**src/rtl/riscv_v_reduct_acc.sv**
```systemverilog
// Multi-beat bitwise reduction accumulator (OR/AND, XOR when RISCV_V_REDUCT_ACC_XOR_EN is defined)
// for vector ALU byte-vector results; emits one zero-extended scalar per reduction.
module riscv_v_reduct_acc #(
  parameter int NUM_BYTES = 16,
  parameter int MAX_BEATS = 8
) (
  input  logic                   clk,
  input  logic                   rst,
  input  logic                   in_valid,
  output logic                   in_ready,
  input  logic [NUM_BYTES*8-1:0] in_data,
  input  logic [NUM_BYTES-1:0]   in_byte_valid,
  input  logic [1:0]             in_osize,
  input  logic [1:0]             in_op,
  input  logic                   in_first,
  input  logic                   in_last,
  output logic                   out_valid,
  input  logic                   out_ready,
  output logic [63:0]            out_data,
  output logic [1:0]             out_osize,
  output logic                   err_seq
);

  localparam int CW = $clog2(MAX_BEATS + 1);
  localparam logic [1:0] OP_OR  = 2'b00;
  localparam logic [1:0] OP_AND = 2'b01;
  localparam logic [1:0] OP_XOR = 2'b10;

  typedef enum logic [1:0] {IDLE, ACCUM, HOLD} state_t;

  function automatic logic op_ok(input logic [1:0] op);
`ifdef RISCV_V_REDUCT_ACC_XOR_EN
    return (op == OP_OR) || (op == OP_AND) || (op == OP_XOR);
`else
    return (op == OP_OR) || (op == OP_AND);
`endif
  endfunction

  function automatic logic [63:0] size_mask(input logic [1:0] os);
    case (os)
      2'b00:   return 64'h0000_0000_0000_00FF;
      2'b01:   return 64'h0000_0000_0000_FFFF;
      2'b10:   return 64'h0000_0000_FFFF_FFFF;
      default: return 64'hFFFF_FFFF_FFFF_FFFF;
    endcase
  endfunction

  function automatic logic [63:0] op_apply(input logic [1:0] op, input logic [63:0] a,
                                           input logic [63:0] b);
    case (op)
      OP_AND:  return a & b;
      OP_XOR:  return a ^ b;
      default: return a | b;
    endcase
  endfunction

  state_t          r_state, w_state_next;
  logic [63:0]     r_acc, w_acc_next;
  logic [1:0]      r_op, w_op_next;
  logic [1:0]      r_osize, w_osize_next;
  logic [CW-1:0]   r_cnt, w_cnt_next;
  logic            r_out_valid, w_out_valid_next;
  logic [63:0]     r_out_data, w_out_data_next;
  logic [1:0]      r_out_osize, w_out_osize_next;
  logic            r_err, w_err_next;

  logic            w_accept;
  logic            w_load, w_step;
  logic [63:0]     w_fold;
  logic [CW-1:0]   w_new_cnt;
  logic [1:0]      w_fin_osize;
  logic [1:0]      w_eop, w_eosize;
  logic [63:0]     w_emask;
  logic [7:0]      w_ident;
  logic [63:0]     w_elem;

  assign in_ready = (r_state != HOLD);
  assign w_accept = in_valid & in_ready;

  // A continuing beat is shaped by the op/size latched at its first beat.
  assign w_eop    = (r_state == ACCUM && !in_first) ? r_op : in_op;
  assign w_eosize = (r_state == ACCUM && !in_first) ? r_osize : in_osize;
  assign w_emask  = size_mask(w_eosize);
  assign w_ident  = (w_eop == OP_AND) ? 8'hFF : 8'h00;

  for (genvar gi = 0; gi < 8; gi++) begin : g_elem
    if (gi < NUM_BYTES) begin : g_byte
      assign w_elem[gi*8 +: 8] = !w_emask[gi*8] ? 8'h00 :
                                 (in_byte_valid[gi] ? in_data[gi*8 +: 8] : w_ident);
    end else begin : g_pad
      assign w_elem[gi*8 +: 8] = 8'h00;
    end
  end

  if (NUM_BYTES > 8) begin : g_hi
    logic w_unused_hi;
    assign w_unused_hi = ^{in_data[NUM_BYTES*8-1:64], in_byte_valid[NUM_BYTES-1:8]};
  end

  always_comb begin
    w_state_next     = r_state;
    w_acc_next       = r_acc;
    w_op_next        = r_op;
    w_osize_next     = r_osize;
    w_cnt_next       = r_cnt;
    w_out_valid_next = r_out_valid;
    w_out_data_next  = r_out_data;
    w_out_osize_next = r_out_osize;
    w_err_next       = r_err;
    w_load           = 1'b0;
    w_step           = 1'b0;
    w_fold           = 64'h0;
    w_new_cnt        = '0;
    w_fin_osize      = r_osize;

    case (r_state)
      IDLE: begin
        if (w_accept) begin
          if (!in_first || !op_ok(in_op)) w_err_next = 1'b1;
          else                            w_load     = 1'b1;
        end
      end
      ACCUM: begin
        if (w_accept) begin
          if (in_first) begin
            w_err_next = 1'b1;
            if (op_ok(in_op)) begin
              w_load = 1'b1;
            end else begin
              w_state_next = IDLE;
              w_acc_next   = 64'h0;
              w_cnt_next   = '0;
            end
          end else begin
            w_step = 1'b1;
          end
        end
      end
      HOLD: begin
        if (out_ready) begin
          w_state_next     = IDLE;
          w_out_valid_next = 1'b0;
        end
      end
      default: w_state_next = IDLE;
    endcase

    if (w_load || w_step) begin
      w_fold       = w_load ? w_elem : op_apply(r_op, r_acc, w_elem);
      w_new_cnt    = w_load ? CW'(1) : r_cnt + CW'(1);
      w_fin_osize  = w_load ? in_osize : r_osize;
      w_acc_next   = w_fold;
      w_cnt_next   = w_new_cnt;
      w_osize_next = w_fin_osize;
      if (w_load) w_op_next = in_op;
      // Hitting the beat limit without in_last closes the reduction as an error.
      if (in_last || w_new_cnt == CW'(MAX_BEATS)) begin
        w_state_next     = HOLD;
        w_out_valid_next = 1'b1;
        w_out_data_next  = w_fold & size_mask(w_fin_osize);
        w_out_osize_next = w_fin_osize;
        if (!in_last) w_err_next = 1'b1;
      end else begin
        w_state_next = ACCUM;
      end
    end
  end

  always_ff @(posedge clk) begin
    if (rst) begin
      r_state     <= IDLE;
      r_acc       <= 64'h0;
      r_op        <= 2'b00;
      r_osize     <= 2'b00;
      r_cnt       <= '0;
      r_out_valid <= 1'b0;
      r_out_data  <= 64'h0;
      r_out_osize <= 2'b00;
      r_err       <= 1'b0;
    end else begin
      r_state     <= w_state_next;
      r_acc       <= w_acc_next;
      r_op        <= w_op_next;
      r_osize     <= w_osize_next;
      r_cnt       <= w_cnt_next;
      r_out_valid <= w_out_valid_next;
      r_out_data  <= w_out_data_next;
      r_out_osize <= w_out_osize_next;
      r_err       <= w_err_next;
    end
  end

  assign out_valid = r_out_valid;
  assign out_data  = r_out_data;
  assign out_osize = r_out_osize;
  assign err_seq   = r_err;

endmodule

```
**config.mk**
```make
export PLATFORM = sky130hd
export DESIGN_NAME = riscv_v_reduct_acc
export DESIGN_NICKNAME = d
export VERILOG_FILES = /design/src/rtl/riscv_v_reduct_acc.sv
export SDC_FILE = /design/constraint.sdc
export NUM_CORES = 1
export LEC_CHECK = 0
export ABC_CLOCK_PERIOD_IN_PS = 7900
export BUFFER_PORTS_ARGS = -buffer_cell sky130_fd_sc_hd__buf_4
export CORE_MARGIN = 2
export CORE_UTILIZATION = 50
export DETAILED_ROUTE_END_ITERATION = 12
export PLACE_DENSITY = 0.76
export SYNTH_ARGS = -nofsm -noshare
export SYNTH_HDL_FRONTEND = slang
export SYNTH_SLANG_ARGS = --single-unit
```
**constraint.sdc**
```tcl
create_clock -name clk -period 7.9 [get_ports clk]
set_clock_uncertainty 0.2 [all_clocks]
set_input_delay 1.185 -clock clk [delete_from_list [all_inputs] [get_ports clk]]
set_output_delay 1.185 -clock clk [all_outputs]
set_load 0.02 [all_outputs]
```
==> impl_metrics.tcl, run 1 <==
set metrics [dict create \
    coreArea_sq_um 20200 \
    syn2layout_area_growth_pct 17.9 \
    period_minus_slack_ns 4.33 \
    crit_fanout 16 \
    setup_tns_ns 0 \
    final_antenna_net_count 0 \
    reg2reg_to "r_acc[49]" \
    synth-xor-area-share 0.00171 \
    max_freq_ghz 0.231 \
    fin_crit_sh 0.549 \
    critPathMostFrequentCell "a21oi_1" \
    cts-resized-gates 0 \
    synth_top_family_by_area "compound AO/OA/AOI/OAI gates" \
    fin_nets 1651 \
    grt_pass1_vias 9569 \
    fp.dieW_um 147 \
    synth.yosys.seq_area_share 0.277 \
    synth-seq-cells 142 \
    slowest_stage "mux2i_2" \
    crit_required_ns 7.97 \
    cp-start-kind "input pin" \
    place_area_sq_um 11500 \
    drtPass1Iterations 5 \
    antenna_found_initial 0 \
    p_per_area_nw_per_um2 162 \
    mostFrequentLayoutCell "buf_4" \
    setup_viol 0 \
    synth-main-ff-cell "dfxtp_1" \
    layout_common_cells "buf_4 (160), dfxtp_1 (142), nand2_1 (135)" \
    endpoint "r_acc[49]" \
    synthSimpleGateAreaFrac 0.213 \
    drive_above_1_share 0.152 \
    critPathArrivalTime_ns 4.41 \
    critPathCaptureType "flip-flop" \
    power_w 0.00196 \
    hold_path_depth 1 \
    hold_buffers 0 \
    hold_class "reg -> reg" \
    grt_first_pass_wirelength_um 46800 \
    hold_viol 0 \
    dieArea_sq_um 21700 \
    synthArstFlopShare 0 \
    status "finished, final reports clean" \
    synth_edf_count 0 \
    cp_num_buf_inv 1 \
    drt_wl_total_um 28400 \
    p_leak_nw 5.37 \
    worst_slew_pin_slew_ns 1.03 \
    vias 9756 \
    gp_congestion 0.826 \
    clock_insertion_delay_worst_skew_ns 0.43 \
    synth_area_sq_um 10300 \
    avgViaCountPerCell 5.91 \
    grt_overflow 0 \
    start_util 0.509 \
    yosysWarningCount 0 \
    cp-startpoint "in_first" \
    path_cells "buf_4 -> nor3b_4 -> mux2i_2 -> o21a_1 -> nand2_1 -> ha_1 -> a221oi_1 -> a211o_1 -> nor2_1 -> a21oi_1 -> a21oi_1" \
    r2r_setup_slack_ns 3.93 \
    drv_cap 0 \
    post_cts_buffers 0 \
    final_cell_area_sq_um 12100 \
    grt_start_max_net_pins 87 \
    dp_hpwl_um 17700 \
    worstSetupPathType "in -> reg" \
    cts_buffer_depth 2 \
    die_h_um 147 \
    reg2reg_from "r_state[0]" \
    cpPeakStageDelay_ns 0.80 \
    synth_compound_area_frac 0.258 \
    port_buffers 150 \
    drt_iter0_drc 720 \
    hp-start "out_data[45]" \
    slew_headroom 0.312 \
    critPathTopFamily "compound AO/OA/AOI/OAI gates" \
    avgSynthCellArea_sq_um 7.97 \
    clk_pin_slew_worst_paths_ns 0.06 \
    synth_nets 1572 \
    clkSinkCount 142 \
    cts_max_level 4 \
    peakVddDrop_mv 0.146 \
    slew_viol_final 0 \
    rsz0062_at_grt "no" \
    synth_mux_area_frac 0.00841 \
    rows 52 \
    reg2reg_depth 10 \
    crit_cells 11 \
    synth_cell_types 48 \
    cts_tree "done" \
    ios 223 \
    synth_cells 1288 \
    drc 0 \
    cts.root.buffer_cell "clkbuf_16" \
    grt_usage 0.262 \
    n_antenna_cell 0 \
    synth_fa_ha_area_frac 0.159 \
    wl_per_cell_um 17.2 \
    numCtsBuffers 17 \
]
-- cells in the mapped netlist (all sizes together) (2+ instances only) --
| master | instances | share of area |
|---|---|---|
| a211o | 2 | 0.0017 |
| a211oi | 18 | 0.013 |
| a21o | 55 | 0.040 |
| a21oi | 13 | 0.0063 |
| a221oi | 64 | 0.055 |
| a22o | 56 | 0.048 |
| a31oi | 63 | 0.038 |
| and2 | 9 | 0.0055 |
| buf | 31 | 0.015 |
| clkbuf | 69 | 0.025 |
| clkinv | 2 | 0.00073 |
| dfxtp | 142 | 0.28 |
| ha | 130 | 0.16 |
| inv | 116 | 0.042 |
| mux2 | 2 | 0.0022 |
| mux2i | 6 | 0.0062 |
| nand2 | 135 | 0.049 |
| nand2b | 70 | 0.043 |
| nand3 | 48 | 0.023 |
| nor2 | 61 | 0.022 |
| nor2b | 44 | 0.027 |
| nor3b | 2 | 0.0026 |
| o211ai | 5 | 0.0061 |
| o21a | 7 | 0.0051 |
| o21ai | 14 | 0.0068 |
| o22ai | 53 | 0.032 |
| or2 | 2 | 0.0012 |
| or3 | 54 | 0.033 |
| xnor2 | 2 | 0.0017 |
-- state kept, by name (all words and copies together) (netlist names) --
register / cells
out_data: 64
r_acc: 64
r_cnt: 4
out_osize: 2
r_op: 2
r_osize: 2
r_state: 2
err_seq: 1
out_valid: 1
-- kinds of logic after synthesis --
family / after synthesis
flip-flops: 142
AO/OA/AOI/OAI: 355
multiplexers: 8
AND/OR/NAND/NOR: 433
buffers and inverters: 218
adder cells (fa/ha/maj): 130
XOR/XNOR: 2
-- per-layer routing --
| layer | routed length, um | track usage |
|---|---|---|
| met1 | 12900 | 0.350 |
| met2 | 13200 | 0.419 |
| met3 | 1660 | 0.0481 |
| met4 | 646 | 0.103 |
| met5 | 0 | 0 |
-- final cells by class --
class	instances	area [sq um]
flip-flops and latches	142	2840
clock buffers	22	474
repair buffers	160	1200
well taps	270	338
multi-input cells	928	6640
inverters	118	443
clock inverters	10	159
fillers	1767	8080
-- power by group --
part | leakage [nW] | total, W | switching (W) | internal, W
clock network | 0.307 | 0.000877 | 0.000323 | 0.000553
logic | 3.91 | 0.000332 | 0.000193 | 0.000138
registers | 1.15 | 0.000746 | 0.0000135 | 0.000733
total | 5.37 | 0.00196 | 0.000530 | 0.00142
-- worst min path at each step --
stage / end / slack, ns
2_1_floorplan: r_op[1] / 0.25
3_3_place_gp: out_data[45] / 0.26
3_5_place_dp: out_data[21] / 0.27
4_1_cts: out_data[40] / 0.28
5_1_grt: out_data[35] / 0.29
6_report: out_data[45] / 0.28
-- through the flow --
stage          setup slack, ns  utilization  hold slack (ns)  instances
2_1_floorplan             4.01            -            0.254       1288
3_3_place_gp              3.29        0.568            0.264       1618
3_5_place_dp              3.24        0.568            0.266       1618
4_1_cts                   3.64        0.600            0.283       1650
5_1_grt                   3.32        0.600            0.292       1650
6_report                  3.57        0.600            0.280       1650
Power figures use the tool's default switching activity.
==> run 2: changes to the inputs <==
--- a/config.mk
+++ b/config.mk
@@ -5,7 +5,8 @@
 export SDC_FILE = /design/constraint.sdc
 export NUM_CORES = 1
 export LEC_CHECK = 0
-export ABC_CLOCK_PERIOD_IN_PS = 7900
+export ABC_AREA = 1
+export ABC_CLOCK_PERIOD_IN_PS = 4000
 export BUFFER_PORTS_ARGS = -buffer_cell sky130_fd_sc_hd__buf_4
 export CORE_MARGIN = 2
 export CORE_UTILIZATION = 50
==> constraint.sdc (replaced) <==
create_clock -name clk -period 4 [get_ports clk]
set_clock_uncertainty 0.2 [all_clocks]
set_input_delay 0.6 -clock clk [delete_from_list [all_inputs] [get_ports clk]]
set_output_delay 0.6 -clock clk [all_outputs]
set_load 0.02 [all_outputs]
==> run 2 against run 1 <==
Worst setup slack lost 2.7 ns. Register-to-register slack lost 3.1 ns. Core utilization shrank 0.099 points. Power grew 96%. Global-route usage shrank 0.15 points. Cell area shrank 0.17%. Largest power group unchanged. Highest routed layer unchanged.
==> impl_metrics.tcl, run 2 <==
set metrics [dict create \
    status "finished, final reports clean" \
    cts_buffer_depth 2 \
    hold_buffers 0 \
    cts.root.buffer_cell "clkbuf_16" \
    r2r_setup_slack_ns 0.84 \
    critPathMostFrequentCell "nand2_2" \
    synth_cells 1598 \
    synth.yosys.seq_area_share 0.278 \
    slew_headroom 0.409 \
    drt_iter0_drc 824 \
    syn2layout_area_growth_pct 18.2 \
    dieArea_sq_um 21600 \
    p_clk_frac 0.448 \
    final_util 0.599 \
    avgSynthCellArea_sq_um 6.39 \
    p_int_w 0.00277 \
    grt_overflow 0 \
    crit_required_ns 4.16 \
    synthArstFlopShare 0 \
    setup_viol 0 \
    p_sw_frac 0.278 \
    post_cts_buffers 0 \
    slowest_stage "buf_4" \
    avgViaCountPerCell 5.31 \
    clkSinkCount 142 \
    synth-seq-cells 142 \
    drive_above_1_share 0.148 \
    start_util 0.507 \
    hold_class "reg -> reg" \
    cts_max_level 4 \
    synth_edf_count 0 \
    die_h_um 147 \
    synthTopCellsByCount "nand2_1 (576), inv_1 (185), a21oi_1 (162)" \
    synth_top_area_frac 0.278 \
    drc 0 \
    crit_fanout 47 \
    power.switching_w 0.00107 \
    path_cells "inv_2 -> nand2_2 -> nor2_4 -> inv_2 -> nand2_2 -> buf_4 -> nand2_2 -> nor2_2 -> nand2_1 -> a21oi_1" \
    mostFrequentLayoutCell "nand2_1" \
    fillers 1924 \
    fin_crit_sh 0.791 \
    slew_viol_final 0 \
    dp_hpwl_um 18300 \
    met1_usage 0.341 \
    n_antenna_cell 0 \
    reg2reg_depth 10 \
    cp-start-kind "flip-flop" \
    layout_common_cells "nand2_1 (576), inv_1 (185), buf_4 (168)" \
    wl_per_cell_um 14.4 \
    final_antenna_net_count 0 \
    gp_congestion 0.780 \
    critPathArrivalTime_ns 3.32 \
    synth_area_sq_um 10200 \
    max_freq_ghz 0.316 \
    hold_viol 0 \
    cp-startpoint "r_state[1]" \
    grt_usage 0.260 \
    worst_slew_pin_slew_ns 0.885 \
    worstSetupPathType "reg -> reg" \
    yosysWarningCount 0 \
    p_per_area_nw_per_um2 318 \
    peakVddDrop_mv 0.284 \
    whs_ns 0.263 \
    p_leak_nw 5.70 \
    reg2reg_from "r_state[1]" \
    clock_insertion_delay_worst_skew_ns 0.43 \
    reg2reg_to "out_data[14]" \
    busiest_layer "met2" \
    grt_start_max_net_pins 96 \
    grt_first_pass_wirelength_um 46600 \
    clk_pin_slew_worst_paths_ns 0.06 \
    fin_nets 1977 \
    drtPass1Iterations 5 \
    port_buffers 150 \
    rsz0062_at_grt "no" \
    cts_tree "done" \
    endpoint "out_data[14]" \
    coreArea_sq_um 20200 \
    drv_cap 0 \
    ys_top_cells_by_area "dfxtp_1 (28%), nand2_1 (21%), ha_1 (16%)" \
    synth_cell_types 26 \
    numCtsBuffers 17 \
    critPathCaptureType "flip-flop" \
    vias 10500 \
    cts-resized-gates 0 \
    met3_usage 0.0385 \
    pwr-share-seq 0.382 \
    antenna_found_initial 0 \
    grt_pass1_vias 9718 \
    synth_nets 1882 \
    yosys.area.top_type "dfxtp_1" \
    ios 223 \
    p_comb_frac 0.170 \
    drt_wl_total_um 28500 \
    synth_most_common_cell "nand2_1" \
    setup_tns_ns 0 \
    fp.dieW_um 147 \
    synth-main-ff-cell "dfxtp_1" \
    period_minus_slack_ns 3.16 \
    cpPeakStageDelay_ns 0.54 \
    grt.met2_usage 0.445 \
    rows 52 \
]
[run 2: cell count changes in the layout (fill, tap and decap cells not counted), moves of 34 or more]
cell	delta
nand2_1	+441
a21oi_1	+149
nand3_1	+106
nand2b_1	-70
inv_1	+69
a221oi_1	-63
a31oi_1	-63
a22o_1	-56
a21o_1	-55
or3_1	-54
o22ai_1	-53
nor2b_1	-44
nand4_1	+40
nor2_1	-34
[run 2: layout make-up]
| type | count | area [sq um] | area share |
|---|---|---|---|
| Clock inverter | 10 | 161 | 0.0134 |
| Tap cell | 270 | 338 | 0.0280 |
| Sequential cell | 142 | 2840 | 0.235 |
| Multi-Input combinational cell | 1167 | 6230 | 0.516 |
| Clock buffer | 21 | 470 | 0.0390 |
| Inverter | 195 | 732 | 0.0606 |
| Timing Repair Buffer | 170 | 1300 | 0.108 |
[run 2: worst max-delay path: cells and delay by family, from the launching register on]
family                 cells  cell delay (ns)
buffers and inverters      3             0.72
DFF                        1             0.34
and+or+nand+nor            6             1.70
AOI/OAI and AO/OA          1             0.13
[run 2: worst min path at each step]
stage | startpoint | end | slack, ns | depth (start not counted)
global route | in_op[0] | r_op[0] | 0.27 | 3
global placement | out_data[58] | out_data[58] | 0.25 | 2
finish | out_data[63] | out_data[63] | 0.26 | 2
detailed placement | out_data[22] | out_data[22] | 0.26 | 2
floorplan | r_cnt[3] | r_cnt[3] | 0.25 | 2
CTS | in_op[0] | r_op[0] | 0.25 | 3
[run 2: cell families after synthesis]
logic type / share of synthesized area
flops: 0.278
buf+inv: 0.113
compound gates: 0.0959
simple gates: 0.354
fa+ha+maj: 0.159
[run 2: power groups by stage]
stage	combinational [W]	clock, W	sequential, W
floorplan	0.000444	0	0.00150
global placement	0.000622	0	0.00150
detailed placement	0.000642	0	0.00150
CTS	0.000650	0.00174	0.00147
global route	0.000740	0.00180	0.00147
finish	0.000653	0.00172	0.00147
[run 2: per-layer routing]
metal | up-vias | wire, um
met5 | - | 0
met3 | 39 | 1590
met4 | 0 | 529
met1 | 4860 | 12600
li1 | 5255 | -
met2 | 332 | 13800
[run 2: stage by stage]
stage          setup slack, ns  power [W]  cells  instance area (sq um)
4_1_cts                  0.811    0.00385   1975                  12100
2_1_floorplan             1.49    0.00194   1598                  10200
3_5_place_dp             0.429    0.00214   1944                  11400
3_3_place_gp             0.490    0.00212   1944                  11400
5_1_grt                  0.630    0.00401   1975                  12100
6_report                 0.837    0.00384   1975                  12100
==> run 3: changes to the inputs <==
--- a/config.mk
+++ b/config.mk
@@ -5,8 +5,8 @@
 export SDC_FILE = /design/constraint.sdc
 export NUM_CORES = 1
 export LEC_CHECK = 0
-export ABC_AREA = 1
-export ABC_CLOCK_PERIOD_IN_PS = 4000
+export ABC_AREA = 0
+export ABC_CLOCK_PERIOD_IN_PS = 3000
 export BUFFER_PORTS_ARGS = -buffer_cell sky130_fd_sc_hd__buf_4
 export CORE_MARGIN = 2
 export CORE_UTILIZATION = 50
==> constraint.sdc (replaced) <==
create_clock -name clk -period 3 [get_ports clk]
set_clock_uncertainty 0.2 [all_clocks]
set_input_delay 0.45 -clock clk [delete_from_list [all_inputs] [get_ports clk]]
set_output_delay 0.45 -clock clk [all_outputs]
set_load 0.02 [all_outputs]
==> run 3 against run 2 <==
Fmax rose by 9.0%. First-iteration DRC count fell by 18%. Die area rose by 0.43%. Power rose by 35%. Worst hold slack got worse by 0.16 ns. Count of clock-buffer cells in the layout fell by 1. Register-to-register slack got worse by 0.74 ns. Clock power rose by 31%. Global-route usage rose by 0.65 points. Critical path type unchanged.
==> impl_metrics.tcl, run 3 (same netlist as run 1, synthesis figures left out) <==
set metrics [dict create \
    cts_buffer_depth 2 \
    drt_iter0_drc 676 \
    crit_cells 12 \
    place_area_sq_um 12000 \
    avgViaCountPerCell 5.84 \
    clkSinkCount 142 \
    p_leak_nw 5.70 \
    critPathTopFamily "simple AND/OR/NAND/NOR gates" \
    cp-startpoint "r_state[0]" \
    drc 0 \
    grt_pass1_vias 9825 \
    rows 52 \
    drt_wl_total_um 28800 \
    slew_headroom 0.216 \
    start_util 0.509 \
    crit_fanout 8 \
    grt_overflow 0 \
    hold_buffers 0 \
    die_h_um 147 \
    grt_first_pass_wirelength_um 47900 \
    p_per_area_nw_per_um2 408 \
    max_freq_ghz 0.345 \
    cpPeakStageDelay_ns 0.39 \
    layout_common_cells "buf_4 (197), dfxtp_1 (142), nand2_1 (135)" \
    dp_hpwl_um 18900 \
    drive_above_1_share 0.187 \
    reg2reg_depth 12 \
    hold_path_depth 3 \
    reg2reg_from "r_state[0]" \
    dieArea_sq_um 21700 \
    final_util 0.629 \
    coreArea_sq_um 20200 \
    drv_cap 0 \
    fin_crit_sh 0.967 \
    crit_required_ns 3.15 \
    critPathArrivalTime_ns 3.05 \
    drtPass1Iterations 5 \
    slowest_stage "or2_2" \
    port_buffers 150 \
    antenna_found_initial 0 \
    peakVddDrop_mv 0.371 \
    grt_start_max_net_pins 86 \
    final_cell_area_sq_um 12700 \
    hold_class "in -> reg" \
    clk_pin_slew_worst_paths_ns 0.06 \
    vias 9940 \
    cp-start-kind "flip-flop" \
    slew_viol_final 0 \
    cts_max_level 4 \
    cp_num_buf_inv 2 \
    hp-start "in_op[0]" \
    grt_usage 0.267 \
    wl_per_cell_um 16.9 \
    setup_tns_ns 0 \
    ios 223 \
    numCtsBuffers 17 \
    worst_slew_pin_slew_ns 1.17 \
    worstSetupPathType "reg -> reg" \
    status "finished, final reports clean" \
    rsz0062_at_grt "yes" \
    clock_insertion_delay_worst_skew_ns 0.43 \
    final_antenna_net_count 0 \
    fin_nets 1703 \
    gp_congestion 0.857 \
    mostFrequentLayoutCell "buf_4" \
    period_minus_slack_ns 2.90 \
    setup_viol 0 \
    critPathCaptureType "flip-flop" \
    cts_tree "done" \
    path_cells "nor3b_4 -> buf_4 -> mux2i_2 -> buf_4 -> nor2_1 -> or2_2 -> nor2_1 -> ha_1 -> a221oi_1 -> a21o_1 -> or3_1 -> a31oi_1" \
    fp.dieW_um 147 \
    cts.root.buffer_cell "clkbuf_16" \
    syn2layout_area_growth_pct 23.6 \
    hold_viol 0 \
]
[run 3: cell types whose count changed in the layout (fill, tap and decap cells not counted), sizes merged, moves of 54 or more]
cell    change
a31oi      +63
a22o       +56
nand2b     +70
or3        +54
a221oi     +64
nand3     -111
inv        -76
a21oi     -149
nand2     -446
a21o       +55
[run 3: timing repair]
| action | CTS | global route |
|---|---|---|
| hold endpoints to repair | 0 | 0 |
| resized for setup | 0 | 4 |
| endpoints found under the setup margin | 0 | 19 |
| setup buffers | 0 | 0 |
[run 3: report_power, final]
group	switching [W]	internal (W)
Combinational	0.000529	0.000428
Clock	0.000876	0.00138
Sequential	0.0000353	0.00193
[run 3: cell type report]
type,instances,area [sq um]
fillers,1714,7490
clock buffers,20,467
repair buffers,212,1780
diodes,1,2.50
flip-flops and latches,142,2840
inverters,118,443
clock inverters,12,158
well taps,270,338
multi-input cells,928,6650
[run 3: stage by stage]
stage | total power, W | hold WS [ns] | std cells | setup slack, ns
floorplan | 0.00259 | 0.254 | 1288 | -0.0786
global placement | 0.00291 | 0.266 | 1670 | -0.0302
detailed placement | 0.00294 | 0.267 | 1670 | -0.0903
CTS | 0.00519 | 0.0890 | 1702 | 0.103
global route | 0.00540 | 0.112 | 1702 | -0.00674
finish | 0.00518 | 0.105 | 1703 | 0.0983
[run 3: tightest hold or removal path, delay by kind of cell]
kind	cells	cell delay, ns
AO/OA/AOI/OAI	1	0.05
buffers and inverters	1	0.13
AND/OR/NAND/NOR	1	0.05
[run 3: routing by layer]
layer / track usage / routed length (um) / vias to the layer above
met5: 0 / 0 / -
met4: 0.0976 / 607 / 0
met3: 0.0519 / 1980 / 56
met2: 0.439 / 13700 / 352
met1: 0.348 / 12500 / 4705
li1: - / - / 4827
[run 3: path summary, 6_finish.rpt]
check,endpoint,slack (ns)
max,r_acc[31],0.1
min,r_op[0],0.11
max reg2reg,r_acc[31],0.1
min reg2reg,out_data[39],0.28
